[src/rtl/mastermind_pkg.sv]
// Shared types and constants for the Mastermind round controller.
package mastermind_pkg;

  typedef enum logic [2:0] {
    IDLE,
    WAIT_GUESS,
    EXACT,
    PARTIAL,
    WIN,
    LOSE
  } state_e;

  localparam int DEF_NUM_DIGITS  = 4;
  localparam int DEF_DIGIT_W     = 2;
  localparam int DEF_MAX_GUESSES = 8;

  // Width of the exact/partial/histogram counters (up to 4 matches).
  localparam int CNT_W = 3;

  // Fibonacci feedback taps 16,14,13,11 expressed as bit positions 15,13,12,10.
  localparam logic [15:0] LFSR_TAPS = 16'hB400;

endpackage

[src/rtl/mastermind_if.sv]
// Button, guess and score/status bundle between the game controller and the board logic.
interface mastermind_if #(
  parameter int NUM_DIGITS = 4,
  parameter int DIGIT_W    = 2
) ();
  logic                          start_n;
  logic                          submit_n;
  logic                          use_fixed;
  logic [NUM_DIGITS*DIGIT_W-1:0] fixed_secret;
  logic [NUM_DIGITS*DIGIT_W-1:0] guess;
  logic [2:0]                    exact;
  logic [2:0]                    partial;
  logic                          score_valid;
  logic [3:0]                    guess_count;
  logic                          busy;
  logic                          win;
  logic                          lose;
  logic [NUM_DIGITS*DIGIT_W-1:0] secret;

  modport master (
    output start_n, submit_n, use_fixed, fixed_secret, guess,
    input  exact, partial, score_valid, guess_count, busy, win, lose, secret
  );

  modport slave (
    input  start_n, submit_n, use_fixed, fixed_secret, guess,
    output exact, partial, score_valid, guess_count, busy, win, lose, secret
  );
endinterface

[src/rtl/mastermind_lfsr16.sv]
// Free-running 16-bit Fibonacci LFSR used as the random secret source.
module lfsr16
  import mastermind_pkg::*;
#(
  parameter logic [15:0] SEED = 16'hACE1
) (
  input  logic        clk,
  input  logic        reset,
  output logic [15:0] q
);

  always_ff @(posedge clk) begin
    if (reset) q <= SEED;
    else       q <= {q[14:0], ^(q & LFSR_TAPS)};
  end

endmodule

[src/rtl/mastermind_sequencer.sv]
// Mastermind round controller: secret load, guess capture, two-pass scoring and win/lose tracking.
module mastermind_sequencer
  import mastermind_pkg::*;
#(
  parameter int          NUM_DIGITS  = DEF_NUM_DIGITS,
  parameter int          DIGIT_W     = DEF_DIGIT_W,
  parameter int          MAX_GUESSES = DEF_MAX_GUESSES,
  parameter logic [15:0] LFSR_SEED   = 16'hACE1
) (
  input logic         clk,
  input logic         reset,
  mastermind_if.slave bus
);

  localparam int CODE_W   = NUM_DIGITS * DIGIT_W;
  localparam int NUM_COLS = 1 << DIGIT_W;
  localparam int IDX_W    = (NUM_DIGITS > 1) ? $clog2(NUM_DIGITS) : 1;

  function automatic logic [CNT_W-1:0] min_cnt(input logic [CNT_W-1:0] a,
                                              input logic [CNT_W-1:0] b);
    return (a < b) ? a : b;
  endfunction

  state_e             state_q, state_d;
  logic               start_prev, submit_prev;
  logic               start_press, submit_press;
  logic [15:0]        lfsr_q;
  logic [CODE_W-1:0]  secret_q, guess_q;
  logic [IDX_W-1:0]   idx_q;
  logic [DIGIT_W-1:0] col_q;
  logic [CNT_W-1:0]   hist_s_q [NUM_COLS];
  logic [CNT_W-1:0]   hist_g_q [NUM_COLS];
  logic [CNT_W-1:0]   exact_acc_q, partial_acc_q;
  logic [CNT_W-1:0]   exact_q, partial_q;
  logic               score_valid_q;
  logic [3:0]         guess_count_q;

  logic [DIGIT_W-1:0] s_dig, g_dig;
  logic [CNT_W-1:0]   partial_fin;
  logic [3:0]         guess_count_inc;
  logic               last_digit, last_col;

  lfsr16 #(.SEED(LFSR_SEED)) u_lfsr (
    .clk  (clk),
    .reset(reset),
    .q    (lfsr_q)
  );

  generate
    if (CODE_W < 16) begin : g_lfsr_hi
      logic unused_lfsr_hi;
      assign unused_lfsr_hi = ^lfsr_q[15:CODE_W];
    end
  endgenerate

  // Button capture: one register each, press is a 1->0 transition
  always_ff @(posedge clk) begin
    if (reset) begin
      start_prev  <= 1'b1;
      submit_prev <= 1'b1;
    end else begin
      start_prev  <= bus.start_n;
      submit_prev <= bus.submit_n;
    end
  end

  assign start_press  = start_prev & ~bus.start_n;
  assign submit_press = submit_prev & ~bus.submit_n;

  always_comb begin
    s_dig           = secret_q[idx_q*DIGIT_W +: DIGIT_W];
    g_dig           = guess_q[idx_q*DIGIT_W +: DIGIT_W];
    partial_fin     = partial_acc_q + min_cnt(hist_s_q[col_q], hist_g_q[col_q]);
    guess_count_inc = guess_count_q + 4'd1;
    last_digit      = (idx_q == IDX_W'(NUM_DIGITS - 1));
    last_col        = (col_q == DIGIT_W'(NUM_COLS - 1));
  end

  // FSM state register
  always_ff @(posedge clk) begin
    if (reset) state_q <= IDLE;
    else       state_q <= state_d;
  end

  // Start overrides everything, including a submit in the same cycle
  always_comb begin
    state_d = state_q;
    if (start_press) begin
      state_d = WAIT_GUESS;
    end else begin
      case (state_q)
        WAIT_GUESS: if (submit_press) state_d = EXACT;
        EXACT:      if (last_digit) state_d = PARTIAL;
        PARTIAL: begin
          if (last_col) begin
            if (exact_acc_q == CNT_W'(NUM_DIGITS))
              state_d = WIN;
            else if (guess_count_inc == 4'(MAX_GUESSES))
              state_d = LOSE;
            else
              state_d = WAIT_GUESS;
          end
        end
        default: state_d = state_q;
      endcase
    end
  end

  // Control and visible score registers
  always_ff @(posedge clk) begin
    if (reset) begin
      idx_q         <= '0;
      col_q         <= '0;
      exact_q       <= '0;
      partial_q     <= '0;
      score_valid_q <= 1'b0;
      guess_count_q <= '0;
    end else begin
      score_valid_q <= 1'b0;
      if (start_press) begin
        guess_count_q <= '0;
        exact_q       <= '0;
        partial_q     <= '0;
      end else begin
        case (state_q)
          WAIT_GUESS: if (submit_press) idx_q <= '0;
          EXACT: begin
            idx_q <= last_digit ? '0 : idx_q + 1'b1;
            if (last_digit) col_q <= '0;
          end
          PARTIAL: begin
            col_q <= col_q + 1'b1;
            if (last_col) begin
              exact_q       <= exact_acc_q;
              partial_q     <= partial_fin;
              score_valid_q <= 1'b1;
              guess_count_q <= guess_count_inc;
            end
          end
          default: ;
        endcase
      end
    end
  end

  // Scoring datapath: exact pass fills histograms of unmatched digits
  always_ff @(posedge clk) begin
    if (start_press)
      secret_q <= bus.use_fixed ? bus.fixed_secret : lfsr_q[CODE_W-1:0];
    if (!start_press && state_q == WAIT_GUESS && submit_press) begin
      guess_q       <= bus.guess;
      exact_acc_q   <= '0;
      partial_acc_q <= '0;
      for (int c = 0; c < NUM_COLS; c++) begin
        hist_s_q[c] <= '0;
        hist_g_q[c] <= '0;
      end
    end
    if (state_q == EXACT) begin
      if (s_dig == g_dig) begin
        exact_acc_q <= exact_acc_q + 1'b1;
      end else begin
        hist_s_q[s_dig] <= hist_s_q[s_dig] + 1'b1;
        hist_g_q[g_dig] <= hist_g_q[g_dig] + 1'b1;
      end
    end
    if (state_q == PARTIAL)
      partial_acc_q <= partial_fin;
  end

  assign bus.exact       = exact_q;
  assign bus.partial     = partial_q;
  assign bus.score_valid = score_valid_q;
  assign bus.guess_count = guess_count_q;
  assign bus.busy        = (state_q == EXACT) || (state_q == PARTIAL);
  assign bus.win         = (state_q == WIN);
  assign bus.lose        = (state_q == LOSE);
  assign bus.secret      = (state_q == LOSE) ? secret_q : '0;

endmodule

[src/flat_wrapper.sv]
// flat-port wrapper written by rule: the top's interface ports become plain ports
module mastermind_sequencer_flat import mastermind_pkg::*;
#(
  parameter int          NUM_DIGITS  = DEF_NUM_DIGITS,
  parameter int          DIGIT_W     = DEF_DIGIT_W,
  parameter int          MAX_GUESSES = DEF_MAX_GUESSES,
  parameter logic [15:0] LFSR_SEED   = 16'hACE1
)
  (clk, reset, bus_start_n, bus_submit_n, bus_use_fixed, bus_fixed_secret, bus_guess, bus_exact, bus_partial, bus_score_valid, bus_guess_count, bus_busy, bus_win, bus_lose, bus_secret);
  mastermind_if #(.NUM_DIGITS(NUM_DIGITS), .DIGIT_W(DIGIT_W)) bus_i ();
  input logic clk;
  input logic reset;
  input wire logic [$bits(bus_i.start_n)-1:0] bus_start_n;
  input wire logic [$bits(bus_i.submit_n)-1:0] bus_submit_n;
  input wire logic [$bits(bus_i.use_fixed)-1:0] bus_use_fixed;
  input wire logic [$bits(bus_i.fixed_secret)-1:0] bus_fixed_secret;
  input wire logic [$bits(bus_i.guess)-1:0] bus_guess;
  output wire logic [$bits(bus_i.exact)-1:0] bus_exact;
  output wire logic [$bits(bus_i.partial)-1:0] bus_partial;
  output wire logic [$bits(bus_i.score_valid)-1:0] bus_score_valid;
  output wire logic [$bits(bus_i.guess_count)-1:0] bus_guess_count;
  output wire logic [$bits(bus_i.busy)-1:0] bus_busy;
  output wire logic [$bits(bus_i.win)-1:0] bus_win;
  output wire logic [$bits(bus_i.lose)-1:0] bus_lose;
  output wire logic [$bits(bus_i.secret)-1:0] bus_secret;
  assign bus_i.start_n = bus_start_n;
  assign bus_i.submit_n = bus_submit_n;
  assign bus_i.use_fixed = bus_use_fixed;
  assign bus_i.fixed_secret = bus_fixed_secret;
  assign bus_i.guess = bus_guess;
  assign bus_exact = bus_i.exact;
  assign bus_partial = bus_i.partial;
  assign bus_score_valid = bus_i.score_valid;
  assign bus_guess_count = bus_i.guess_count;
  assign bus_busy = bus_i.busy;
  assign bus_win = bus_i.win;
  assign bus_lose = bus_i.lose;
  assign bus_secret = bus_i.secret;
  mastermind_sequencer #(.NUM_DIGITS(NUM_DIGITS), .DIGIT_W(DIGIT_W), .MAX_GUESSES(MAX_GUESSES), .LFSR_SEED(LFSR_SEED)) u_core (.clk(clk), .reset(reset), .bus(bus_i));
endmodule
[config.mk]
export PLATFORM = sky130hd
export DESIGN_NAME = mastermind_sequencer_flat
export DESIGN_NICKNAME = d
export VERILOG_FILES = /design/src/rtl/mastermind_pkg.sv /design/src/rtl/mastermind_if.sv /design/src/rtl/mastermind_lfsr16.sv /design/src/rtl/mastermind_sequencer.sv /design/src/flat_wrapper.sv
export SDC_FILE = /design/constraint.sdc
export NUM_CORES = 1
export LEC_CHECK = 0
export ABC_AREA = 1
export CAP_MARGIN = 20
export CORE_MARGIN = 10
export CORE_UTILIZATION = 61
export CTS_CLUSTER_SIZE = 40
export DETAILED_ROUTE_END_ITERATION = 16
export PLACE_DENSITY_LB_ADDON = 0.05
export SETUP_SLACK_MARGIN = 0.02
export SYNTH_ARGS = -nofsm -noshare
export SYNTH_HDL_FRONTEND = slang
export SYNTH_SLANG_ARGS = --single-unit
[constraint.sdc]
create_clock -name clk -period 6.85 [get_ports clk]
set_input_delay 1.37 -clock clk [delete_from_list [all_inputs] [get_ports clk]]
set_output_delay 1.37 -clock clk [all_outputs]
set_load 0.03 [all_outputs]
# Word-level counts from Yosys, hierarchy flattened
# Memories as Yosys holds them, arrays and structs flattened. A register that Yosys moved wholly into a read port is not among the register bits.
# Index checks and enable logic that the tools add are counted.
dict set report word_totals {
  register_bits 58
  latch_bits 0
  ramBits 24
  mem_bits_ro 0
  inputBits 21
  out_inout_bits 22
  wordCells 104
  memories 2
}
dict set report classes {
  add_sub_neg 7
  multipliers 0
  n_div 0
  order_cmp 1
  n_eq_ne 16
  shift 2
  n_mux 36
  n_bitwise 6
  n_reduce_logical 19
}
# memory depth width rd rd_ports_with_merged_regs wr line_no
set mem_list {}
lappend mem_list {u_core.hist_g_q 4 3 2 1 4 mastermind_sequencer.sv:32} ;# logic [CNT_W-1:0] hist_g_q [NUM_COLS];
lappend mem_list {u_core.hist_s_q 4 3 2 1 4 mastermind_sequencer.sv:31} ;# logic [CNT_W-1:0] hist_s_q [NUM_COLS];
# operator count
set op_table {}
lappend op_table {{two-way mux 3 bit} 13}
lappend op_table {{two-way mux 2 bit} 9}
lappend op_table {{two-way mux 8 bit} 2}
lappend op_table {{XOR reduction 16 bit} 1}
lappend op_table {{indexed part select 8 x 4 -> 2 bit} 2}
lappend op_table {{adder 3 x 1 -> 3 bit, second input constant} 3}
lappend op_table {{equality test 3 bit, second input constant} 3}
lappend op_table {{two-way mux 1 bit} 9}
lappend op_table {{!= test 3 x 1 -> 1 bit, second input constant} 3}
lappend op_table {{one-hot mux 3 bit (3 select lines)} 1}
lappend op_table {{OR reduction 3 bit} 3}
lappend op_table {{one-hot mux 2 bit (2 select lines)} 2}
lappend op_table {{AND reduction 4 bit} 2}
lappend op_table {{equality test 3 x 2 -> 1 bit, second input constant} 2}
lappend op_table {{!= test 2 x 1 -> 1 bit, second input constant} 3}
lappend op_table {{AND reduction 3 bit} 2}
lappend op_table {{nonzero test 2 bit} 3}
lappend op_table {{adder 2 x 1 -> 2 bit, second input constant} 2}
lappend op_table {{adder 4 x 1 -> 4 bit, second input constant} 1}
lappend op_table {{equality test 2 bit, second input constant} 2}
lappend op_table {{equality test 4 bit, second input constant} 1}
lappend op_table {{inverter 1 bit} 4}
lappend op_table {{nonzero test 4 bit} 1}
lappend op_table {{adder 3 bit} 1}
lappend op_table {{10 further kinds} 12}

# Logic depth before layout (Yosys ltp)
dict set report depth {
  ltp_word 8
  depth_mapped 14
  mapped_depth_nobuf 14
}

# Cells and area by module
# From an unflattened synthesis, not the netlist that was laid out.
dict set report hier_totals {
  hier_cells 493
  hier_area_um2 4276.6
}
# mod instances cells_each area_each_um2 seq_area_each_um2
set modules_own_cells {}
lappend modules_own_cells {mastermind_sequencer 1 434 3773.6 1791.7}
lappend modules_own_cells {lfsr16 1 59 503.0 320.3}

# Worst setup path before layout
# No wires, ideal clock.
dict set report synth_path {
  path_type {register to output}
  startpoint {register u_core.state_q[2]}
  endpoint {output port bus_secret[0]}
  t_arrival_ps 1952
  required_ps 5480
  slack_ps 3528
  stages_incl_launch_ff 5
  path_buffers 0
  cell_sequence {dfxtp_1 -> inv_1 -> nor3_1 -> inv_1 -> nor2_1}
}
dict set report synth_between {
  elab_chain_cells 2
}
# item line_no
set synth_lines {}
lappend synth_lines {{start: declaration} mastermind_sequencer.sv:24} ;# state_e state_q, state_d;
lappend synth_lines {{start signal: assignment} mastermind_sequencer.sv:82} ;# else state_q <= state_d;
lappend synth_lines {{equality test 3 bit} -}
lappend synth_lines {{named net bus_lose} flat_wrapper.sv:24} ;# output wire logic [$bits(bus_i.lose)-1:0] bus_lose;
lappend synth_lines {{two-way mux 8 bit} mastermind_sequencer.sv:178} ;# assign bus.secret = (state_q == LOSE) ? secret_q : '0;
lappend synth_lines {{end: declaration} flat_wrapper.sv:25} ;# output wire logic [$bits(bus_i.secret)-1:0] bus_secret;
# The timed path passes the listed nets, and every way through them passes these cells.

# Final worst setup path
dict set report layout_path {
  startpoint {register u_core.state_q[2]}
  endpoint {output port bus_secret[0]}
}
dict set report layout_between {
  elab_chain_cells 2
}
# item line_no
set layout_lines {}
lappend layout_lines {{equality test 3 bit} mastermind_sequencer.sv:178}
lappend layout_lines {{two-way mux 8 bit} mastermind_sequencer.sv:178}
# No other way between the ends.

==> metrics.txt <==
post-CTS sizing 0; final worst-path setup slack around 3.2 ns; layout cells sized above 1 about a tenth; average wire per standard cell around 15 microns; port bufs 42; I/O pin cnt 43; pre-CTS setup slack 3.24 ns; largest net degree at the start of global routing 19; Ys Warns 0; ANT nets after route 0; DIE WIDTH between 100 and 150 microns; Max Transition Viols Final 0; Die Y around 100 microns; H-tree levels 3; Rows 29; latest clock arrival within the worst-skew pair roughly 0.36 ns; RSZ-0062 raised after global routing false; Clock Skew 0.00737 ns; Total Neg Setup Slack 0 ns; most common cell after layout, fill and taps aside nand2_1; largest family of logic cells by synthesized area simple AND/OR/NAND/NOR gates; clk root buf clkbuf_8; DRT Pass-1 Iters 4; Detailed Place HPWL slightly below 7 mm; Vias roughly 3,300; mux contribution to synthesized area 0%; area of the core approximately 6500 sq um; DRT Wirelength roughly 9.1 mm; post-synthesis sequential area ratio between 50% and 60%; initial antenna violation count 0; Cells after Synth approximately 480; DRC 0; Initial Util 63.9%; maximum VDD drop 0.174 mV; syn_area_per_cell around 8.6 sq um; overall routing resource usage 18.3%; first-pass GRT wire length about 15 mm; CP max FO 8; CTS Sinks 84; WP buf/inv 3; Setup Buffers After CTS 0; mapped cell area between 4000 and 5000 sq um; CTS tree yes; number of DRC markers in iteration 0 202; vias in the first global route about 3,400; fin crit period between 3 and 4 ns; diodes inserted 0; Hold-fix buffers, CTS 0; Netlist cell types 36; CTS buffer count 9; Nets between 500 and 600; CP dominant cell by count inv_1; WP data arrival approximately 2.3 ns; CTS Buffer Depth 2; CP cell instances inv_1 -> nor3_1 -> inv_1 -> nor2_1 -> clkdlybuf4s50_1; Top Family by Delay on Critical Path buffers and inverters; Mapped Nets approximately 520; Final period util between 50% and 60%; DIE AREA between 10,000 and 15,000 sq um; simple-gate share of the synthesized area 27.6%; Worst Setup Start Kind register; static leakage 2.11 nW; crit path kind register to output pin; biggest cell delay along the critical path 0.70 ns; flops & latches, synth between 80 and 90; final RePlAce weighted congestion around 0.9; Max-cap violations 0; critical path required time roughly 5.5 ns; drt via density around 5.5; slew margin rel. between 50 and 60%; Reg clk slew, reported paths approximately 0.080 ns; status finished, final reports clean; most frequent cells in the layout nand2_1, nor2_1, inv_1; Final setup viols 0; number of fill cells 495; Worst path slowest cell clkdlybuf4s50_1; PwrDens approximately 230 nW/um^2; GRT Residual Overflow 0; Hold Crit Class register to register; Crit. End Element output pin; final hold vios 0; xor and xnor area share after synthesis under 10%; area share of fa/ha/maj cells after synthesis about 3.8%; post-synthesis compound-gate area fraction under 10%; Area growth, synth to finish 15.4%; Worst-Margin Slew approximately 0.63 ns; fmax around 280 MHz
per-stage QoR:
stage | std cells | hold slack [ns] | util [%] | cell area, sq um | total power [W]
after floorplan | 482 | 0.388 | - | 4120 | 0.000701
after global placement | 590 | 0.397 | 70.8 | 4570 | 0.000740
after detailed placement | 590 | 0.399 | 70.8 | 4570 | 0.000746
after CTS | 606 | 0.416 | 73.7 | 4760 | 0.00108
after global routing | 606 | 0.432 | 73.7 | 4760 | 0.00112
final | 606 | 0.411 | 73.7 | 4760 | 0.00108
routing by layer:
layer | vias up | track usage (%) | part of all wire, %
met5 | - | 0 | 0
met2 | 87 | 32.3 | 52
met4 | 0 | 9.22 | 3.0
met1 | 1564 | 20.0 | 40
li1 | 1659 | - | -
met3 | 23 | 4.66 | 5.1
layout make-up:
type | count | area [sq um] | area share, %
timing repair buffer | 42 | 420 | 8.84
multi-input combinational | 326 | 1710 | 36.0
sequential | 84 | 2110 | 44.4
clock inverter | 5 | 51.3 | 1.08
inverter | 61 | 231 | 4.87
clock buffer | 11 | 131 | 2.76
tap | 77 | 96.3 | 2.03
Yosys cell counts (all sizes together):
library cell  count  area (sq um)
inv              61           231
a211oi            2          15.0
xnor2             4          35.0
edfxtp           43          1290
dfxtp            41           821
buf               5          43.8
nand3b            2          15.0
o211a             1          10.0
nand3            40           235
o211ai            1          7.51
a32oi             2          17.5
nor3              3          15.0
or2               6          37.5
nor2             66           258
ha               11           138
fa                1          20.0
xor2              2          17.5
nand2           120           503
clkbuf            6          22.5
o2111ai           1          8.76
o22ai             2          12.5
a21oi            23           126
nand4             6          75.1
a31oi             2          12.5
o21ai            31           155
sequential cells by signal, summed over array words and instances, names as in the netlist, 4 cells and up, named ones only:
register	flops
u_core.bus.guess_count	4
u_core.secret_q	8
u_core.guess_q	8
u_core.hist_g_q	12
u_core.u_lfsr.q	16
u_core.hist_s_q	12
worst paths after layout:
kind,start,end,slack [ns],cells past startpoint
worst max-delay path,u_core.state_q[2],bus_secret[0],3.22,5
worst min-delay path,u_core.u_lfsr.q[8],u_core.u_lfsr.q[9],0.41,2
worst max register to register,register,u_core.partial_acc_q[2],3.60,12
worst min register to register,u_core.u_lfsr.q[8],u_core.u_lfsr.q[9],0.41,2
kinds of logic after synthesis:
family / Yosys count
compound gates: 65
xor+xnor: 6
fa+ha+maj: 12
buf+inv: 72
flops: 84
simple gates: 243
worst reg2reg max path: stages (launching register included):
cell and delay (ns):
dfxtp_1 0.58, inv_1 0.29, o21ai_0 0.22, o22ai_1 0.13, ha_1 0.33, a21oi_1 0.19, nand2_1 0.12, nand2_1 0.08
o21ai_0 0.14, ha_1 0.24, fa_1 0.39, xor2_1 0.26, nor2_1 0.06
power breakdown:
part / switching (W) / leakage (nW) / internal (W)
combinational: 0.000109 / 1.27 / 0.0000573
sequential: 0.0000175 / 0.741 / 0.000553
clock: 0.000172 / 0.0974 / 0.000167
No activity file was read; power rests on OpenSTA's default activity.
